**config.mk**
```make
export PLATFORM = sky130hd
export DESIGN_NAME = mem_byte_master
export DESIGN_NICKNAME = d
export VERILOG_FILES = /design/src/rtl/mem_byte_master.sv
export SDC_FILE = /design/constraint.sdc
export NUM_CORES = 1
export LEC_CHECK = 0
export ABC_AREA = 1
export BUFFER_PORTS_ARGS = -buffer_cell sky130_fd_sc_hd__buf_4
export CORE_ASPECT_RATIO = 0.75
export CORE_MARGIN = 8
export CORE_UTILIZATION = 53
export CTS_CLUSTER_SIZE = 28
export DETAILED_ROUTE_END_ITERATION = 8
export GPL_ROUTABILITY_DRIVEN = 0
export PLACE_DENSITY = 0.84
export SLEW_MARGIN = 20
export SYNTH_ARGS = -nofsm -noshare
export SYNTH_HDL_FRONTEND = slang
export SYNTH_SLANG_ARGS = --single-unit
```
**constraint.sdc**
```tcl
create_clock -name i_clk -period 8.9 [get_ports i_clk]
set_input_delay 2.225 -clock i_clk [delete_from_list [all_inputs] [get_ports i_clk]]
set_output_delay 2.225 -clock i_clk [all_outputs]
set_load 0.02 [all_outputs]
```
**src/rtl/mem_byte_master.sv**
```systemverilog
// -----------------------------------------------------------------------------
// mem_byte_master
//
// Initiator-side access engine sitting between the multicycle CPU datapath and
// the 8-bit, byte-addressed unified memory. A single load/store of 1, 2 or 4
// bytes is split into byte transactions. The most-significant byte sits at the
// lowest address (big-endian). Load data is reassembled and then sign- or
// zero-extended.
//
// Ports
//   i_clk, i_rst      rising-edge clock, synchronous active-high reset
//   i_req             request strobe, only looked at while idle
//   i_we              1 = store, 0 = load
//   i_size            00 byte, 01 half, 10 word, 11 illegal
//   i_signed          loads: 1 = sign-extend, 0 = zero-extend
//   i_addr, i_wdata   byte address and right-justified store data
//   o_busy            high in ACCESS and FINISH
//   o_done, o_err     one-cycle completion pulse / error pulse (with o_done)
//   o_rdata           last successful load result, held between loads
//   o_mem_*           byte-wide memory port; i_mem_rdata is combinational
// -----------------------------------------------------------------------------
module mem_byte_master #(
    parameter int ADDR_W = 8
) (
    input  logic              i_clk,
    input  logic              i_rst,
    input  logic              i_req,
    input  logic              i_we,
    input  logic [1:0]        i_size,
    input  logic              i_signed,
    input  logic [31:0]       i_addr,
    input  logic [31:0]       i_wdata,
    output logic              o_busy,
    output logic              o_done,
    output logic              o_err,
    output logic [31:0]       o_rdata,
    output logic [ADDR_W-1:0] o_mem_addr,
    output logic              o_mem_re,
    output logic              o_mem_we,
    output logic [7:0]        o_mem_wdata,
    input  logic [7:0]        i_mem_rdata
);

    typedef enum logic [1:0] {
        IDLE   = 2'd0,
        ACCESS = 2'd1,
        FINISH = 2'd2
    } state_t;

    state_t            state;
    logic              we_q;
    logic              signed_q;
    logic [2:0]        n_q;
    logic [1:0]        k_q;
    logic [ADDR_W-1:0] addr_q;
    logic [31:0]       wdata_q;
    logic [31:0]       acc_q;

    // Pick byte idx (0 = bits [7:0]) out of a 32-bit word.
    function automatic logic [7:0] sel_byte(input logic [31:0] w, input logic [1:0] idx);
        return w[{idx, 3'b000} +: 8];
    endfunction

    // Extend the low n bytes of v to 32 bits, signed or unsigned.
    function automatic logic [31:0] extend(input logic [31:0] v, input logic [2:0] n,
                                           input logic sgn);
        logic signed [7:0]  b;
        logic signed [15:0] h;
        b = v[7:0];
        h = v[15:0];
        case (n)
            3'd1:    extend = sgn ? 32'(b) : {24'h0, v[7:0]};
            3'd2:    extend = sgn ? 32'(h) : {16'h0, v[15:0]};
            default: extend = v;
        endcase
    endfunction

    // Request decode, evaluated against the live inputs while idle.
    logic [2:0] req_n;
    logic       req_range_err;
    logic       req_err;

    always_comb begin
        req_n = 3'd1;
        case (i_size)
            2'b00:   req_n = 3'd1;
            2'b01:   req_n = 3'd2;
            2'b10:   req_n = 3'd4;
            default: req_n = 3'd1;
        endcase
    end

    // The last byte must still fall inside the memory. Using 33 bits keeps a
    // request near 2^32 from wrapping back into range.
    assign req_range_err = ({1'b0, i_addr} + 33'(req_n) - 33'd1) >= (33'd1 << ADDR_W);

    assign req_err = (i_size == 2'b11)
                   | ((i_size == 2'b01) & i_addr[0])
                   | ((i_size == 2'b10) & (i_addr[1:0] != 2'b00))
                   | req_range_err;

    // ACCESS bookkeeping.
    logic        last_byte;
    logic [1:0]  idx_next;
    logic [31:0] acc_next;

    assign last_byte = ({1'b0, k_q} == (n_q - 3'd1));
    // Byte lane for beat k+1 is N-1-(k+1), counted from the LSB.
    assign idx_next  = 2'(n_q - 3'd2 - {1'b0, k_q});
    // Bytes arrive MSB first, so they shift in from the bottom.
    assign acc_next  = {acc_q[23:0], i_mem_rdata};

    always_ff @(posedge i_clk) begin
        if (i_rst) begin
            state       <= IDLE;
            we_q        <= 1'b0;
            signed_q    <= 1'b0;
            n_q         <= 3'd0;
            k_q         <= 2'd0;
            addr_q      <= '0;
            wdata_q     <= 32'h0;
            acc_q       <= 32'h0;
            o_busy      <= 1'b0;
            o_done      <= 1'b0;
            o_err       <= 1'b0;
            o_rdata     <= 32'h0;
            o_mem_addr  <= '0;
            o_mem_re    <= 1'b0;
            o_mem_we    <= 1'b0;
            o_mem_wdata <= 8'h00;
        end else begin
            case (state)
                IDLE: begin
                    o_done <= 1'b0;
                    o_err  <= 1'b0;
                    if (i_req) begin
                        we_q     <= i_we;
                        signed_q <= i_signed;
                        n_q      <= req_n;
                        addr_q   <= i_addr[ADDR_W-1:0];
                        wdata_q  <= i_wdata;
                        k_q      <= 2'd0;
                        acc_q    <= 32'h0;
                        o_busy   <= 1'b1;
                        if (req_err) begin
                            // Rejected requests never touch memory.
                            state  <= FINISH;
                            o_done <= 1'b1;
                            o_err  <= 1'b1;
                        end else begin
                            state       <= ACCESS;
                            o_mem_addr  <= i_addr[ADDR_W-1:0];
                            o_mem_we    <= i_we;
                            o_mem_re    <= ~i_we;
                            o_mem_wdata <= i_we ? sel_byte(i_wdata, 2'(req_n - 3'd1)) : 8'h00;
                        end
                    end
                end

                ACCESS: begin
                    if (!we_q) begin
                        acc_q <= acc_next;
                    end
                    if (last_byte) begin
                        state       <= FINISH;
                        o_mem_addr  <= '0;
                        o_mem_re    <= 1'b0;
                        o_mem_we    <= 1'b0;
                        o_mem_wdata <= 8'h00;
                        o_done      <= 1'b1;
                        o_err       <= 1'b0;
                        if (!we_q) begin
                            o_rdata <= extend(acc_next, n_q, signed_q);
                        end
                    end else begin
                        k_q         <= k_q + 2'd1;
                        o_mem_addr  <= addr_q + ADDR_W'(k_q) + ADDR_W'(1);
                        o_mem_wdata <= we_q ? sel_byte(wdata_q, idx_next) : 8'h00;
                    end
                end

                FINISH: begin
                    state  <= IDLE;
                    o_done <= 1'b0;
                    o_err  <= 1'b0;
                    o_busy <= 1'b0;
                end

                default: begin
                    state <= IDLE;
                end
            endcase
        end
    end

endmodule

```
==> flow_metrics.tcl, run 1 <==
set metrics [dict create \
    h-tree-depth 4 \
    maxCapViolations 0 \
    synth.area.mux_share_pct 0 \
    powerDensity_nw_per_um2 170 \
    async_flop_share_pct 0 \
    maxSlewHeadroom_pct 29.8 \
    critPathTopFamily "simple AND/OR/NAND/NOR gates" \
    min_period_over_period_pct 68.7 \
    power_switching_uw 556 \
    synth_top_family_by_area "simple AND/OR/NAND/NOR gates" \
    synth_area_sq_um 8410 \
    fp.dieArea_sq_um 20200 \
    synth_compound_area_share_pct 17.9 \
    gr-total-overflow 0 \
    fmax_ghz 0.164 \
    switching_share_pct 32.4 \
    status "complete, no violations" \
    tritoncts "done" \
    num_rows 40 \
    ys_warn_count 0 \
    cts_made_buffers 17 \
    internal-power_mw 1.16 \
    post-cts-setup-buffers 0 \
    die_x_um 161 \
    vias 9055 \
    path_common_cell "nand2_1" \
    syn-num-nets 1509 \
    cp_max_fo 25 \
    synth-seq-cells 126 \
    grt_pass1_vias 8404 \
    avgRoutedWirePerCell_um 14.3 \
    place.port_buffers 131 \
    layout_min_cycle_time_ns 6.12 \
    setup-tns-final_ns 0 \
    p_leak_nw 5.13 \
    synth-xor-area-share_pct 0.625 \
    grt_util_all_layers_pct 23.7 \
    maxSlewViolCount 0 \
    dp_slack_ns 2.43 \
    via_per_inst 5.31 \
    seqPwrFrac_pct 35.5 \
    hold_viol_final 0 \
    antenna_found_initial 0 \
    ir_drop_v 0.000128 \
    crit_required_ns 9.25 \
    synth-edff-count 0 \
    die_h_um 125 \
    p_comb_share_pct 23.6 \
    routed_wl_mm 24.4 \
    worst_slew_pin_slew_ns 1.05 \
    clkSinkCount 126 \
    place_hpwl_mm 18.3 \
    crit_type "in -> reg" \
    drt-initial-drc-count 873 \
    ant_nets 0 \
    start_util_pct 53.4 \
    grt_pass1_wl_mm 40.2 \
    crit_path_max_incr_delay_ns 0.79 \
    crit_path_end_kind "register" \
    clock_skew_ns 0.0140 \
    avgSynthCellArea_sq_um 6.10 \
    critPathLaunchType "primary input" \
    synth-simple-area-share_pct 30.4 \
    finalNetCount 1613 \
    ios 132 \
    cts_hold_buf 0 \
    drive_gt1_share_pct 12.2 \
    antenna_cells 0 \
    crit_buf_inv 7 \
    setup_slack_ns 2.78 \
    syn_inst 1379 \
    ys_seq_area_share_pct 30.0 \
    crit_slowest_cell "ha_1" \
    cp.arrival_ns 6.47 \
    core_area_sq_um 15800 \
    grt_max_degree 77 \
    drc 0 \
    cts_root_buffer "clkbuf_16" \
    hp-class "reg -> reg" \
    areaGrowthSynthToFinish_pct 19.9 \
    firstDrtPassIters 5 \
    synth_fa_ha_area_share_pct 7.76 \
    cts_resized 0 \
    ys.flop_type "dfxtp_1" \
    clk_pin_slew_ns 0.06 \
    clock_latency_ns 0.42 \
    clkPwrFrac_pct 40.9 \
    setup_viol 0 \
    clockBufferDepth 2 \
    yosysUniqueCellTypes 39 \
    grt_setup_unrepaired "false" \
]
layout make-up:
type,count,area [sq um]
Fill cell,1436,5670
Clock buffer,18,439
Inverter,243,912
Tap cell,210,263
Multi-Input combinational cell,959,4780
Sequential cell,126,2520
Timing Repair Buffer,136,1020
Clock inverter,14,156
final timing paths:
check,slack [ns],endpoint,depth (start not counted),from
worst min-delay path,0.45,wdata_q[24],2,wdata_q[24]
worst max-delay path,2.78,o_mem_addr[3],28,i_size[0]
worst min register to register,0.45,wdata_q[24],2,wdata_q[24]
worst max register to register,5.11,o_rdata[21],8,n_q[0]
state kept, by name, indices dropped and copies added, names as in the netlist:
name,cells
o_rdata,32
wdata_q,32
acc_q,24
addr_q,8
o_mem_addr,8
o_mem_wdata,8
n_q,3
k_q,2
state,2
o_busy,1
o_done,1
o_err,1
o_mem_re,1
o_mem_we,1
signed_q,1
we_q,1
per-layer routing:
metal	part of all wire (%)	GRT usage, %	vias to the layer above
li1	-	-	4596
met1	45	31.6	3985
met2	41	35.0	413
met3	11	8.39	61
met4	2.6	7.71	0
met5	0	0	-
synth_stat cells, types with 2 or more instances:
| library cell | n | area (sq um) |
|---|---|---|
| nand3b_1 | 12 | 90.1 |
| ha_1 | 49 | 613 |
| nor3_2 | 2 | 20.0 |
| dfxtp_1 | 126 | 2520 |
| o21ai_0 | 137 | 686 |
| fa_1 | 2 | 40.0 |
| a21oi_1 | 119 | 596 |
| a31oi_1 | 9 | 56.3 |
| nor2_2 | 5 | 31.3 |
| nor2_1 | 144 | 541 |
| o21a_1 | 2 | 15.0 |
| buf_2 | 4 | 20.0 |
| clkinv_1 | 3 | 11.3 |
| xor2_1 | 4 | 35.0 |
| nand4_1 | 29 | 181 |
| and2_1 | 2 | 12.5 |
| or2_2 | 2 | 12.5 |
| inv_1 | 239 | 897 |
| xnor2_1 | 2 | 17.5 |
| nand3_1 | 57 | 285 |
| nand2_1 | 355 | 1330 |
| buf_1 | 4 | 15.0 |
| clkbuf_1 | 41 | 154 |
| o22ai_1 | 4 | 25.0 |
| nor3_1 | 3 | 15.0 |
| a22oi_1 | 10 | 75.1 |
tightest hold or removal path: stages (launching register included):
cell and delay [ns]:
dfxtp_1 0.30, inv_1 0.05, a21oi_1 0.05
kinds of logic (layout without fill, tap and decap cells):
family	count (synthesis)	count (layout)
DFF	126	126
xor gates and xnor gates	6	6
buffers and inverters	294	411
adders and majority gates	51	51
AOI/OAI and AO/OA	287	287
and+or+nand+nor	615	615
power by group through the flow:
stage	combinational, mW	sequential, mW	clock (mW)
floorplan	0.267	0.629	0
global placement	0.386	0.620	0
detailed placement	0.393	0.621	0
CTS	0.397	0.609	0.703
global route	0.453	0.613	0.733
finish	0.404	0.610	0.702
metrics by stage:
stage / cell area [sq um] / cells / hold WS [ns] / power, mW / utilization [%]
after floorplan: 8410 / 1379 / 0.424 / 0.896 / -
after global placement: 9500 / 1674 / 0.434 / 1.01 / 60.2
after detailed placement: 9500 / 1674 / 0.442 / 1.01 / 60.2
after CTS: 10100 / 1706 / 0.452 / 1.71 / 64.0
after global routing: 10100 / 1706 / 0.468 / 1.80 / 64.0
final: 10100 / 1706 / 0.453 / 1.72 / 64.0
cell usage in the layout (no fill, tap or decap), types with 3 or more instances in the layout:
| cell | instances |
|---|---|
| nor3_1 | 3 |
| dfxtp_1 | 126 |
| clkbuf_16 | 17 |
| nand3_1 | 57 |
| a21oi_1 | 119 |
| nor2_1 | 144 |
| o22ai_1 | 4 |
| a22oi_1 | 10 |
| ha_1 | 49 |
| nand2_1 | 355 |
| clkinv_4 | 4 |
| buf_4 | 136 |
| nand3b_1 | 12 |
| nor2_2 | 5 |
| o21ai_0 | 137 |
| a31oi_1 | 9 |
| inv_6 | 4 |
| inv_1 | 238 |
| xor2_1 | 4 |
| nand4_1 | 29 |
| clkinv_1 | 3 |
| clkinv_2 | 3 |
Power figures use the tool's default switching activity.
==> run 2, diff against run 1 <==
--- a/config.mk
+++ b/config.mk
@@ -5,15 +5,15 @@
 export SDC_FILE = /design/constraint.sdc
 export NUM_CORES = 1
 export LEC_CHECK = 0
-export ABC_AREA = 1
+export ABC_AREA = 0
 export BUFFER_PORTS_ARGS = -buffer_cell sky130_fd_sc_hd__buf_4
 export CORE_ASPECT_RATIO = 0.75
 export CORE_MARGIN = 8
-export CORE_UTILIZATION = 53
+export CORE_UTILIZATION = 52
 export CTS_CLUSTER_SIZE = 28
 export DETAILED_ROUTE_END_ITERATION = 8
 export GPL_ROUTABILITY_DRIVEN = 0
-export PLACE_DENSITY = 0.84
+export PLACE_DENSITY = 0.86
 export SLEW_MARGIN = 20
 export SYNTH_ARGS = -nofsm -noshare
 export SYNTH_HDL_FRONTEND = slang
==> constraint.sdc (replaced) <==
create_clock -name i_clk -period 4.9 [get_ports i_clk]
set_input_delay 1.225 -clock i_clk [delete_from_list [all_inputs] [get_ports i_clk]]
set_output_delay 1.225 -clock i_clk [all_outputs]
set_load 0.02 [all_outputs]
==> run 2 against run 1 <==
Against the previous run: power is 72% higher; global-route usage is 0.98 points lower; non-clock buffer count is 23 higher; clock power is 85% higher; critical path depth is 9 lower; final cell count is 22% lower; register-to-register slack worse by 3.6 ns; routed wire length is 5.2% lower; first-iteration DRC count is 7.4% lower; via count is 13% lower; design area is 2.9% lower; clock skew is 0.0046 ns lower.
==> flow_metrics.tcl, run 2 <==
set metrics [dict create \
    avgSynthCellArea_sq_um 8.01 \
    antenna_cells 0 \
    grt_setup_unrepaired "false" \
    critPathLaunchType "primary input" \
    place.port_buffers 131 \
    clock_skew_ns 0.00942 \
    ys_seq_area_share_pct 31.4 \
    drt-initial-drc-count 808 \
    status "complete, no violations" \
    grt_pass1_vias 7452 \
    yosysMostFrequentCell "nand2_1" \
    dpl_cell_area_sq_um 9150 \
    fmax_ghz 0.213 \
    die_x_um 160 \
    drive_gt1_share_pct 23.3 \
    post-cts-setup-buffers 0 \
    top_regs "o_rdata x32, wdata_q x32, acc_q x24" \
    maxSlewViolCount 0 \
    grt_max_degree 88 \
    n_fill_cell 1258 \
    ys.flop_type "dfxtp_1" \
    avgRoutedWirePerCell_um 17.4 \
    syn-num-nets 1133 \
    syn_inst 1003 \
    synth-edff-count 0 \
    crit_path_end_kind "register" \
    mostFrequentLayoutCells "nand2_1 (185), buf_4 (159), dfxtp_1 (126)" \
    synth_common_cells "nand2_1 (185), dfxtp_1 (126), a21oi_1 (116)" \
    final_common_cell "nand2_1" \
    cp.arrival_ns 5.00 \
    r2r-start "n_q[0]" \
    cts_made_buffers 17 \
    hp-class "reg -> reg" \
    maxSlewHeadroom_pct 44.3 \
    die_h_um 124 \
    p_leak_nw 4.08 \
    path_common_cell "ha_1" \
    synth_top_area_cell "dfxtp_1" \
    synth-seq-cells 126 \
    cts_resized 0 \
    async_flop_share_pct 0 \
    via_per_inst 5.90 \
    yosys-top-cells-area "dfxtp_1 (31%), nand2_1 (8.6%), ha_1 (7.6%)" \
    place_hpwl_mm 16.9 \
    powerDensity_nw_per_um2 301 \
    grt_pass1_wl_mm 37.0 \
    antenna_found_initial 0 \
    clock_latency_ns 0.41 \
    ant_nets 0 \
    finalNetCount 1242 \
    cts_root_buffer "clkbuf_16" \
    routed_wl_mm 23.2 \
    clkSinkCount 126 \
    min_period_over_period_pct 95.9 \
    ios 132 \
    h-tree-depth 4 \
    cts_hold_buf 0 \
    crit_path_max_incr_delay_ns 0.35 \
    grt_util_all_layers_pct 22.8 \
    worst_slew_pin_slew_ns 0.835 \
    synth_top_area_share_pct 31.4 \
    crit_type "in -> reg" \
    ys_warn_count 0 \
    vias 7853 \
    ir_drop_v 0.000293 \
    fp.dieArea_sq_um 19700 \
    worstHoldStart "acc_q[23]" \
    setup_viol 0 \
    synth_area_sq_um 8040 \
    crit_slowest_cell "mux2_2" \
    tritoncts "done" \
    maxCapViolations 0 \
    crit_chain "buf_4 -> inv_12 -> ha_1 -> inv_1 -> ha_1 -> inv_1 -> ha_1 -> a211oi_2 -> o21ai_1 -> a21oi_1 -> buf_4 -> o211ai_1 -> mux2_2 -> a211oi_1 -> nand4_1 -> nor4_4 -> and3_4 -> mux2_4 -> mux2_2" \
    layout_min_cycle_time_ns 4.70 \
    core_area_sq_um 15200 \
    crit_required_ns 5.20 \
    cp_max_fo 6 \
    yosysUniqueCellTypes 77 \
    clockBufferDepth 2 \
    gr-total-overflow 0 \
    start_util_pct 53.0 \
    fin_area_sq_um 9800 \
    hold_ws_ns 0.450 \
    crit_start "i_size[0]" \
    drc 0 \
    areaGrowthSynthToFinish_pct 21.9 \
    clk_pin_slew_ns 0.05 \
    firstDrtPassIters 9 \
    num_rows 39 \
    hold_viol_final 0 \
]
run 2: changes by cell type in the layout (fill, tap and decap cells not counted), moves of 16 or more:
cell,delta
nor2_1,-86
o21ai_0,-120
a211oi_1,+28
nor3_1,+24
buf_4,+23
mux4_2,+16
inv_1,-181
nand3_1,-20
nand2_1,-170
run 2: cells by family after synthesis:
| family | synth area share, % |
|---|---|
| compound gates | 20.1 |
| xor+xnor | 2.18 |
| fa+ha+maj | 8.13 |
| buf+inv | 7.97 |
| flops | 31.4 |
| mux | 7.83 |
| simple gates | 22.4 |
run 2: power by group:
| group | total (mW) | internal [mW] | switching (mW) | leakage (nW) |
|---|---|---|---|---|
| clock network | 1.30 | 0.841 | 0.457 | 0.297 |
| logic | 0.582 | 0.237 | 0.345 | 2.77 |
| registers | 1.07 | 1.05 | 0.0179 | 1.02 |
| total | 2.95 | 2.13 | 0.820 | 4.08 |
run 2: final timing paths:
kind	to	slack, ns	cells after the start
setup / recovery	o_mem_wdata[5]	0.20	19
hold / removal	acc_q[23]	0.45	2
setup reg to reg	o_rdata[14]	1.47	6
hold reg to reg	acc_q[23]	0.45	2
run 2: final cells by class:
cell class              instances  area, sq um  share of cell area, %
inverters                      61          244                   2.49
repair buffers                159         1190                   12.2
well taps                     205          256                   2.62
clock buffers                  23          478                   4.88
multi-input cells             747         4970                   50.7
flip-flops and latches        126         2520                   25.7
clock inverters                 9          134                   1.37
run 2: layer usage:
metal  share of wire [%]  vias to the layer above  routed length [um]  track usage, %
li1                    -                     3735                   -               -
met1                  46                     3630               10600            31.5
met2                  42                      442                9800            34.1
met3                  10                       46                2380            6.51
met4                 1.7                        0                 396            6.40
met5                   0                        -                   0               0
run 2: per-stage QoR:
stage	utilization, %	cells	power [mW]	setup WS, ns	setup TNS [ns]
floorplan	-	1003	1.49	-0.153	-1.07
global placement	60.3	1297	1.64	-0.350	-5.77
CTS	64.3	1329	2.93	0.0260	0
global route	64.6	1330	3.06	0.00110	0
finish	64.6	1330	2.95	0.199	0
detailed placement	60.3	1297	1.65	-0.402	-6.93
run 2: critical path: cells and delay by family:
| family | cells | cell delay, ns |
|---|---|---|
| adder cells (fa/ha/maj) | 3 | 0.79 |
| AND/OR/NAND/NOR | 3 | 0.69 |
| buffers and inverters | 5 | 0.46 |
| multiplexers | 3 | 0.91 |
| AO/OA/AOI/OAI | 5 | 0.92 |
